[src/rtl/lane_xform_pipe_if.sv]
// Beat handshake bundle for lane_xform_pipe: upstream valid/ready/data/mode, downstream valid/ready/data.
interface lane_xform_pipe_if #(
  parameter int LANES = 4,
  parameter int WIDTH = 8
);
  logic                   in_valid;
  logic                   in_ready;
  logic [LANES*WIDTH-1:0] in_data;
  logic [2*LANES-1:0]     mode;
  logic                   out_valid;
  logic                   out_ready;
  logic [LANES*WIDTH-1:0] out_data;

  modport slave (
    input  in_valid, in_data, mode, out_ready,
    output in_ready, out_valid, out_data
  );

  modport master (
    output in_valid, in_data, mode, out_ready,
    input  in_ready, out_valid, out_data
  );
endinterface

[src/rtl/lane_xform_pipe.sv]
// Multi-lane pass/invert/hold/zero transform feeding a DEPTH-stage elastic pipeline
// with valid/ready flow control and a registered occupancy count.
module lane_xform_pipe #(
  parameter int LANES = 4,
  parameter int WIDTH = 8,
  parameter int DEPTH = 2,
  localparam int OCC_W = $clog2(DEPTH + 1)
) (
  input  logic              clk,
  input  logic              rst_n,
  lane_xform_pipe_if.slave  bus,
  output logic [OCC_W-1:0]  occupancy
);
  localparam int DW = LANES * WIDTH;

  logic [DEPTH-1:0] vld;
  logic [DEPTH-1:0] vld_nx;
  logic [DEPTH-1:0] take;
  logic [DW-1:0]    dat [DEPTH];
  logic [DW-1:0]    last_r;
  logic [DW-1:0]    xf;
  logic [OCC_W-1:0] occ_nx;
  logic             accept;

  always_comb begin
    xf = '0;
    for (int unsigned i = 0; i < LANES; i++) begin
      unique case (bus.mode[2*i +: 2])
        2'b00:   xf[i*WIDTH +: WIDTH] = bus.in_data[i*WIDTH +: WIDTH];
        2'b01:   xf[i*WIDTH +: WIDTH] = ~bus.in_data[i*WIDTH +: WIDTH];
        2'b10:   xf[i*WIDTH +: WIDTH] = last_r[i*WIDTH +: WIDTH];
        default: xf[i*WIDTH +: WIDTH] = '0;
      endcase
    end
  end

  // take[k]: stage k may be loaded on this edge (it is empty or its content moves on)
  always_comb begin
    take = '0;
    take[DEPTH-1] = !vld[DEPTH-1] || bus.out_ready;
    for (int unsigned j = 1; j < DEPTH; j++)
      take[DEPTH-1-j] = !vld[DEPTH-1-j] || take[DEPTH-j];
  end

  assign bus.in_ready  = rst_n && take[0];
  assign accept        = bus.in_valid && bus.in_ready;
  assign bus.out_valid = vld[DEPTH-1];
  assign bus.out_data  = dat[DEPTH-1];

  always_comb begin
    vld_nx = vld;
    occ_nx = '0;
    if (take[0]) vld_nx[0] = bus.in_valid;
    for (int unsigned j = 1; j < DEPTH; j++)
      if (take[j]) vld_nx[j] = vld[j-1];
    for (int unsigned j = 0; j < DEPTH; j++)
      occ_nx = occ_nx + OCC_W'(vld_nx[j]);
  end

  always_ff @(posedge clk or negedge rst_n) begin
    if (!rst_n) begin
      vld       <= '0;
      occupancy <= '0;
      last_r    <= '0;
      for (int unsigned j = 0; j < DEPTH; j++) dat[j] <= '0;
    end else begin
      vld       <= vld_nx;
      occupancy <= occ_nx;
      if (accept) begin
        last_r <= xf;
        dat[0] <= xf;
      end
      // data only moves with a valid beat so empty stages keep their last contents
      for (int unsigned j = 1; j < DEPTH; j++)
        if (take[j] && vld[j-1]) dat[j] <= dat[j-1];
    end
  end
endmodule

[src/flat_wrapper.sv]
// flat-port wrapper written by rule: the top's interface ports become plain ports
module lane_xform_pipe_flat 
#(
  parameter int LANES = 4,
  parameter int WIDTH = 8,
  parameter int DEPTH = 2,
  localparam int OCC_W = $clog2(DEPTH + 1)
)
  (clk, rst_n, occupancy, bus_in_valid, bus_in_data, bus_mode, bus_out_ready, bus_in_ready, bus_out_valid, bus_out_data);
  lane_xform_pipe_if #(.LANES(LANES), .WIDTH(WIDTH)) bus_i ();
  input  logic clk;
  input  logic rst_n;
  output logic [OCC_W-1:0] occupancy;
  input wire logic [$bits(bus_i.in_valid)-1:0] bus_in_valid;
  input wire logic [$bits(bus_i.in_data)-1:0] bus_in_data;
  input wire logic [$bits(bus_i.mode)-1:0] bus_mode;
  input wire logic [$bits(bus_i.out_ready)-1:0] bus_out_ready;
  output wire logic [$bits(bus_i.in_ready)-1:0] bus_in_ready;
  output wire logic [$bits(bus_i.out_valid)-1:0] bus_out_valid;
  output wire logic [$bits(bus_i.out_data)-1:0] bus_out_data;
  assign bus_i.in_valid = bus_in_valid;
  assign bus_i.in_data = bus_in_data;
  assign bus_i.mode = bus_mode;
  assign bus_i.out_ready = bus_out_ready;
  assign bus_in_ready = bus_i.in_ready;
  assign bus_out_valid = bus_i.out_valid;
  assign bus_out_data = bus_i.out_data;
  lane_xform_pipe #(.LANES(LANES), .WIDTH(WIDTH), .DEPTH(DEPTH)) u_core (.clk(clk), .rst_n(rst_n), .bus(bus_i), .occupancy(occupancy));
endmodule
[config.mk]
export PLATFORM = sky130hd
export DESIGN_NAME = lane_xform_pipe_flat
export DESIGN_NICKNAME = d
export VERILOG_FILES = /design/src/rtl/lane_xform_pipe_if.sv /design/src/rtl/lane_xform_pipe.sv /design/src/flat_wrapper.sv
export SDC_FILE = /design/constraint.sdc
export NUM_CORES = 1
export LEC_CHECK = 0
export CORE_MARGIN = 5
export CORE_UTILIZATION = 54
export DETAILED_ROUTE_END_ITERATION = 7
export GPL_TIMING_DRIVEN = 0
export MAX_ROUTING_LAYER = met4
export PLACE_DENSITY = 0.91
export REMOVE_ABC_BUFFERS = 1
export SYNTH_ARGS = -nofsm -noshare
export SYNTH_HDL_FRONTEND = slang
export SYNTH_SLANG_ARGS = --single-unit
[constraint.sdc]
create_clock -name clk -period 3.55 [get_ports clk]
set_clock_uncertainty 0.15 [all_clocks]
set_input_delay 0.71 -clock clk [delete_from_list [all_inputs] [get_ports clk]]
set_output_delay 0.71 -clock clk [all_outputs]
set_load 0.01 [all_outputs]
Word-level counts from Yosys, hierarchy flattened
Index checks and enable logic that the tools add are counted.
{"block": "word_totals", "register_bits": 68, "output_inout_bits": 36}
{"block": "op_classes", "add_sub_neg": 1, "eq_ne": 8, "mux": 6, "n_bitwise": 8, "reduce_logical": 15}
{"op": "8-bit case mux with 3 select lines", "count": 4}
{"op": "8-bit inverter", "count": 4}
{"op": "2-bit by 1-bit == test with 1-bit output, second input constant", "count": 4}
{"op": "2-bit == test, second input constant", "count": 4}
{"op": "2-bit zero test", "count": 4}
{"op": "2-bit AND reduction", "count": 4}
{"op": "1-bit inverter", "count": 4}
{"op": "1-bit logical AND", "count": 3}
{"op": "1-bit by 1-bit adder with 2-bit output", "count": 1}
{"op": "1-bit zero test", "count": 2}
{"op": "1-bit logical OR", "count": 2}
{"op": "1-bit two-way mux", "count": 2}

Depth between registers and ports, before layout
Gate-level depths: netlist of the first run.
{"block": "depth", "word_depth": 6, "ltp_mapped": 5}

Worst setup path before layout of the first run
Ideal clock, no wire load.
{"block": "synth_timing", "kind": "input port to output port", "start": "in bus_out_ready", "end": "out bus_in_ready", "arrival_ns": 1.323, "required_time_ns": 2.690, "path_slack_ns": 1.367, "cell_stages": 3, "n_path_buf": 1, "path_cell_list": "nand3b_4 clkbuf_1 and2_1"}
{"block": "synth_via", "elab_chain_cells": 3}
{"element": "start, declared", "line_no": "flat_wrapper.sv:17", "source": "input wire logic [$bits(bus_i.out_ready)-1:0] bus_out_ready;"}
{"element": "1-bit logical OR", "line_no": "lane_xform_pipe.sv:40", "source": "take[DEPTH-1] = !vld[DEPTH-1] || bus.out_ready;"}
{"element": "1-bit logical OR", "line_no": "lane_xform_pipe.sv:42", "source": "take[DEPTH-1-j] = !vld[DEPTH-1-j] || take[DEPTH-j];"}
{"element": "1-bit logical AND", "line_no": "lane_xform_pipe.sv:45", "source": "assign bus.in_ready = rst_n && take[0];"}
{"element": "end, declared", "line_no": "flat_wrapper.sv:18", "source": "output wire logic [$bits(bus_i.in_ready)-1:0] bus_in_ready;"}
Every way passes these cells.

Worst setup path in the final report of the first run
Ends and elaborated chain as after synthesis.

==> impl_metrics.ini, run 1 <==
[outcome]
status = completed

[yosys]
avgSynthCellArea_um2 = 11.3
synth-adder-area-share_pct = 0.364
syn_area_um2 = 3440
ys_ff_latch = 68
yosys.area.top_type = dfrtp_1
synthSimpleGateAreaFrac_pct = 17.0
synth-xor-area-share_pct = 2.04
synth-seq-area-share_pct = 49.5
netlist.area_leader.share_pct = 49.5
synth_compound_area_share_pct = 9.61
synthMuxAreaShare_pct = 10.5
synth_cell_types = 29
syn_inst = 303
synth_top_family_by_area = simple AND/OR/NAND/NOR gates
yosysWarnings = 0
synth_area_leaders = dfrtp_1 50%, mux2_2 10%, buf_4 7.2%

[run]
max-cap-violations = 0

[global_route]
grt_pass1_vias = 2526
grt_first_pass_wirelength_um = 12800
grt_usage_pct = 19.9
grt_max_degree = 75
grt_util_met2_pct = 31.1
grtUsageMet1_pct = 25.6
grt.met3_usage_pct = 5.51
antenna_found_initial = 0
top_usage_layer = met2
grt_overflow = 0

[timing]
finalSetupTns_ns = 0
max_slew_margin_pct = 33.4
tightestPinTransition_ns = 0.999
setup_viol = 0
hold_viol = 0
slew_violations = 0
finalCritPeriodShare_pct = 93.6
finalCriticalPeriod_ns = 3.32
fin_ws_ns = 0.228
fmax_mhz = 301
rsz0062_at_grt = no

[critical_path]
endpoint_kind = output port
worstPathMaxFanout = 44
critPathKind = input port to output port
cp-start-kind = input port
r2r_setup_slack_ns = 1.57
rr_endpoint = u_core.bus.out_data[1]$_DFFE_PN0P_
r2r_cells = 4
cp.required_ns = 2.69
arrival_ns = 2.46
reg2reg_from = u_core.vld[1]$_DFF_PN0_

[place]
dp_cells = 407
pre_cts_slack_ns = 0.224
gp_congestion = 0.751
hpwl_um = 5230
port_buffers = 79

[clock_tree]
ctsRootBufferMaster = clkbuf_8
cts_made_buffers = 9
clk_path_buf_depth = 2
tritoncts = built
post-cts-setup-buffers = 0
clk_pin_slew_ns = 0.07
clkLatencyLatePin_ns = 0.34
clkSinkCount = 68
holdBufCountCts = 0
htree_levels = 3
postCtsResizedCells = 0

[layout]
nets = 386
area.growth.synth_to_final_pct = 20.2
final_cell_count_no_fill = 421
drive_gt1_share_pct = 14.5
utilization_pct = 65.8
n_antenna_cell = 0
n_fill_cell = 483

[detailed_routing]
wl_per_cell_um = 18.3
via_per_inst = 5.90
drt-total-wl_um = 7690
ant_nets = 0
dr.pass1.iters = 4
drc = 0
vias = 2483
drtIter0Drc = 123

[floorplanning]
dieArea_um2 = 8060
pin_count = 80
start_util_pct = 54.8
die_w_um = 89.8
core_um2 = 6280
row_count = 29
die_y_um = 89.8

[power_and_ir_drop]
leakage_uw = 0.00166
powerDensity_nw_per_um2 = 599
peakVddDrop_mv = 0.326

[hold_path]
hold_path_class = input port to asynchronous set/reset pin
[per-stage QoR]
| step | cell area (µm²) | hold slack [ns] | power, µW |
|---|---|---|---|
| after floorplan | 3060 | 0.264 | 1500 |
| after global placement | 3950 | 0.335 | 1910 |
| after detailed placement | 3980 | 0.342 | 1960 |
| after CTS | 4130 | 0.357 | 2500 |
| after global routing | 4130 | 0.363 | 2630 |
| final | 4130 | 0.343 | 2470 |
[cells by family after synthesis]
group           after synthesis
flops                        68
simple gates                 92
xor+xnor                      8
buf+inv                      54
mux                          32
fa+ha+maj                     1
compound gates               48
[power breakdown]
| group | switching [µW] | total, µW | internal, µW |
|---|---|---|---|
| clock | 275 | 536 | 261 |
| sequential | 137 | 1150 | 1010 |
| combinational | 311 | 789 | 477 |
[routing by layer]
| metal | wire, µm | vias up |
|---|---|---|
| met1 | 3300 | 1233 |
| met2 | 3870 | 78 |
| met5 | 0 | - |
| li1 | - | 1165 |
| met3 | 469 | 7 |
| met4 | 55 | 0 |
[synth_stat cells]
cell type   n
o21ai_0    20
and3b_1     1
nand4_1    33
nand3_2     1
a22o_1      8
o21ai_1     4
ha_1        1
clkbuf_2    1
nor2b_1     2
mux2_2     32
clkinv_1    1
buf_6       6
and4b_1     2
dfrtp_1    68
xor2_1      8
buf_1       3
nor2_1      2
buf_2       4
and2_1     11
or2b_1      1
clkbuf_1    6
nor3_4      1
nand3b_1   16
nand2b_1    3
a41oi_1     8
o221ai_1    8
nand3b_4    1
nand2_1    18
buf_4      33
[flip-flops by register name, indices dropped and copies added (netlist names)]
register             flops
u_core.occupancy         2
u_core.vld               2
u_core.bus.out_data     32
u_core.dat              32
[cells in the final DEF, fill, tap and decap left out, drive strengths merged]
cell and n:
nand2b 3, dfrtp 68, a41oi 8, nand2 18
and3b 1, buf 2, nand4 33, o221ai 8
clkbuf 11, nor3 1, a22o 8, ha 1
nor2 2, nand3 1, and2 11, clkinv 4
and4b 2, nand3b 17, clkdlybuf4s50 78, xor2 8
o21ai 24, nor2b 2, mux2 32, or2b 1
[worst max-delay path, stage by stage]
cell             delay (ns)
clkdlybuf4s50_1        0.43
nand3b_4               0.50
and2_1                 0.34
clkdlybuf4s50_1        0.47
[area by class of cell]
type                            instances  area [µm²]  area share, %
Clock inverter                          3        15.0          0.363
Tap cell                               77        96.3           2.33
Multi-Input combinational cell        181        1360           32.9
Timing Repair Buffer                   80         816           19.7
Inverter                                1        3.75         0.0909
Clock buffer                           11         141           3.42
Sequential cell                        68        1700           41.2
[how the worst max path moves through the flow]
stage,cells past startpoint,endpoint,start
2_1_floorplan,2,bus_in_ready,bus_out_ready
3_3_place_gp,4,u_core.dat[47]$_DFFE_PN0P_,rst_n
3_5_place_dp,4,u_core.dat[44]$_DFFE_PN0P_,rst_n
4_1_cts,4,bus_in_ready,bus_out_ready
5_1_grt,4,bus_in_ready,bus_out_ready
6_report,4,bus_in_ready,bus_out_ready
Note: power is estimated with default switching activity, not from simulation.
==> inputs of run 2 (changes only) <==
Settings changed: CAP_MARGIN set to 30, SLEW_MARGIN set to 20.
==> run 2 against run 1 <==
Sequential cell count stayed put; sequential share of layout area is 0.74 points lower; routed wire length is 0.68% lower; highest routed layer unchanged.
==> impl_metrics.ini, run 2 (synthesized netlist as in run 1, its figures left out) <==
[outcome]
status = completed

[critical_path]
cp.required_ns = 2.69
crit_slowest_cell = nand3b_4
path_delay_family = buffers and inverters
cp-start-kind = input port
r2r_setup_slack_ns = 1.65
crit_cells = 4
cpMostUsedCell = clkdlybuf4s50_1
critPathKind = input port to output port
r2r_cells = 3
max_stage_delay_ns = 0.49
endpoint_kind = output port
arrival_ns = 2.47
reg2reg_from = u_core.vld[0]$_DFF_PN0_
endpoint = bus_in_ready
rr_endpoint = u_core.dat[40]$_DFFE_PN0P_
crit_buf_inv = 2
worstPathMaxFanout = 44
setup.worst_path.start = bus_out_ready
crit_path_cell_trace = clkdlybuf4s50_1 > nand3b_4 > and2_1 > clkdlybuf4s50_1

[power_and_ir_drop]
switchingPower_uw = 735
powerDensity_nw_per_um2 = 627
clkPwrFrac_pct = 26.6
leakage_uw = 0.00169
swShare_pct = 27.9
seqPwrFrac_pct = 43.6
internal_power_uw = 1900
peakVddDrop_mv = 0.378
combPwrFrac_pct = 29.8

[floorplanning]
die_y_um = 89.8
pin_count = 80
die_w_um = 89.8
core_um2 = 6280
dieArea_um2 = 8060
row_count = 29
start_util_pct = 54.8

[timing]
slew_violations = 0
max_slew_margin_pct = 36.1
setup_viol = 0
finalCritPeriodShare_pct = 93.8
fmax_mhz = 300
hold_viol = 0
tightestPinTransition_ns = 0.956
finalCriticalPeriod_ns = 3.33
rsz0062_at_grt = no

[global_route]
grt_max_degree = 49
antenna_found_initial = 0
grt_usage_pct = 19.9
grt_pass1_vias = 2548
grt_first_pass_wirelength_um = 12900
grt_overflow = 0

[place]
port_buffers = 79
gp_congestion = 0.751
hpwl_um = 5180
dp_cells = 407

[layout]
utilization_pct = 67.0
n_antenna_cell = 0
final_cell_mix = 78 x clkdlybuf4s50_1, 68 x dfrtp_1, 33 x nand4_1
layout_commonest_cell = clkdlybuf4s50_1
nets = 387
drive_gt1_share_pct = 15.3
area.growth.synth_to_final_pct = 22.4
final_cell_count_no_fill = 424

[detailed_routing]
dr.pass1.iters = 5
ant_nets = 0
drtIter0Drc = 145
wl_per_cell_um = 18.0
vias = 2493
via_per_inst = 5.88
drc = 0
drt-total-wl_um = 7640

[hold_path]
hold_path_class = input port to asynchronous set/reset pin

[clock_tree]
tritoncts = built
holdBufCountCts = 0
post-cts-setup-buffers = 0
cts_made_buffers = 9
htree_levels = 3
clkLatencyLatePin_ns = 0.34
clkSinkCount = 68
postCtsResizedCells = 0
ctsRootBufferMaster = clkbuf_8
clk_pin_slew_ns = 0.07
clk_path_buf_depth = 2

[run]
max-cap-violations = 0
-- run 2: worst min path at each step --
stage	cells after the start	endpoint
5_1_grt	1	u_core.dat[61]$_DFFE_PN0P_
6_report	1	u_core.bus.out_data[9]$_DFFE_PN0P_
3_3_place_gp	1	u_core.dat[42]$_DFFE_PN0P_
2_1_floorplan	0	u_core.bus.out_data[0]$_DFFE_PN0P_
4_1_cts	1	u_core.bus.out_data[9]$_DFFE_PN0P_
3_5_place_dp	1	u_core.bus.out_data[4]$_DFFE_PN0P_
-- run 2: power groups by stage --
stage                     Combinational (µW)  Sequential (µW)  Clock (µW)
after floorplan                          296             1200           0
after global placement                   764             1150           0
after detailed placement                 793             1160           0
after CTS                                795             1150         714
after global routing                     859             1180         748
final                                    786             1150         702
-- run 2: metal layers --
layer	routed length (µm)	vias to the layer above	share of wire [%]	track usage, %
met1	3300	1240	43	25.5
li1	-	1160	-	-
met5	0	-	0	-
met2	3830	82	50	31.3
met4	114	0	1.5	6.80
met3	404	11	5.3	4.42
-- run 2: layout make-up --
class                      count  area [µm²]
fill                         469        2070
sequential                    68        1700
multi-input combinational    181        1360
timing repair buffer          81         827
clock buffer                  12         145
tap                           77        96.3
clock inverter                 4        72.6
inverter                       1        3.75
-- run 2: stage by stage --
step                setup slack (ns)  power [µW]  hold slack, ns  instance area (µm²)  setup TNS, ns
finish                         0.221        2640           0.131                 4210              0
global route                   0.128        2790           0.140                 4210              0
CTS                            0.236        2660           0.124                 4200              0
detailed placement             0.237        1960           0.342                 3980              0
global placement               -2.35        1910           0.335                 3950        -125.17
floorplan                       1.32        1500           0.264                 3060              0
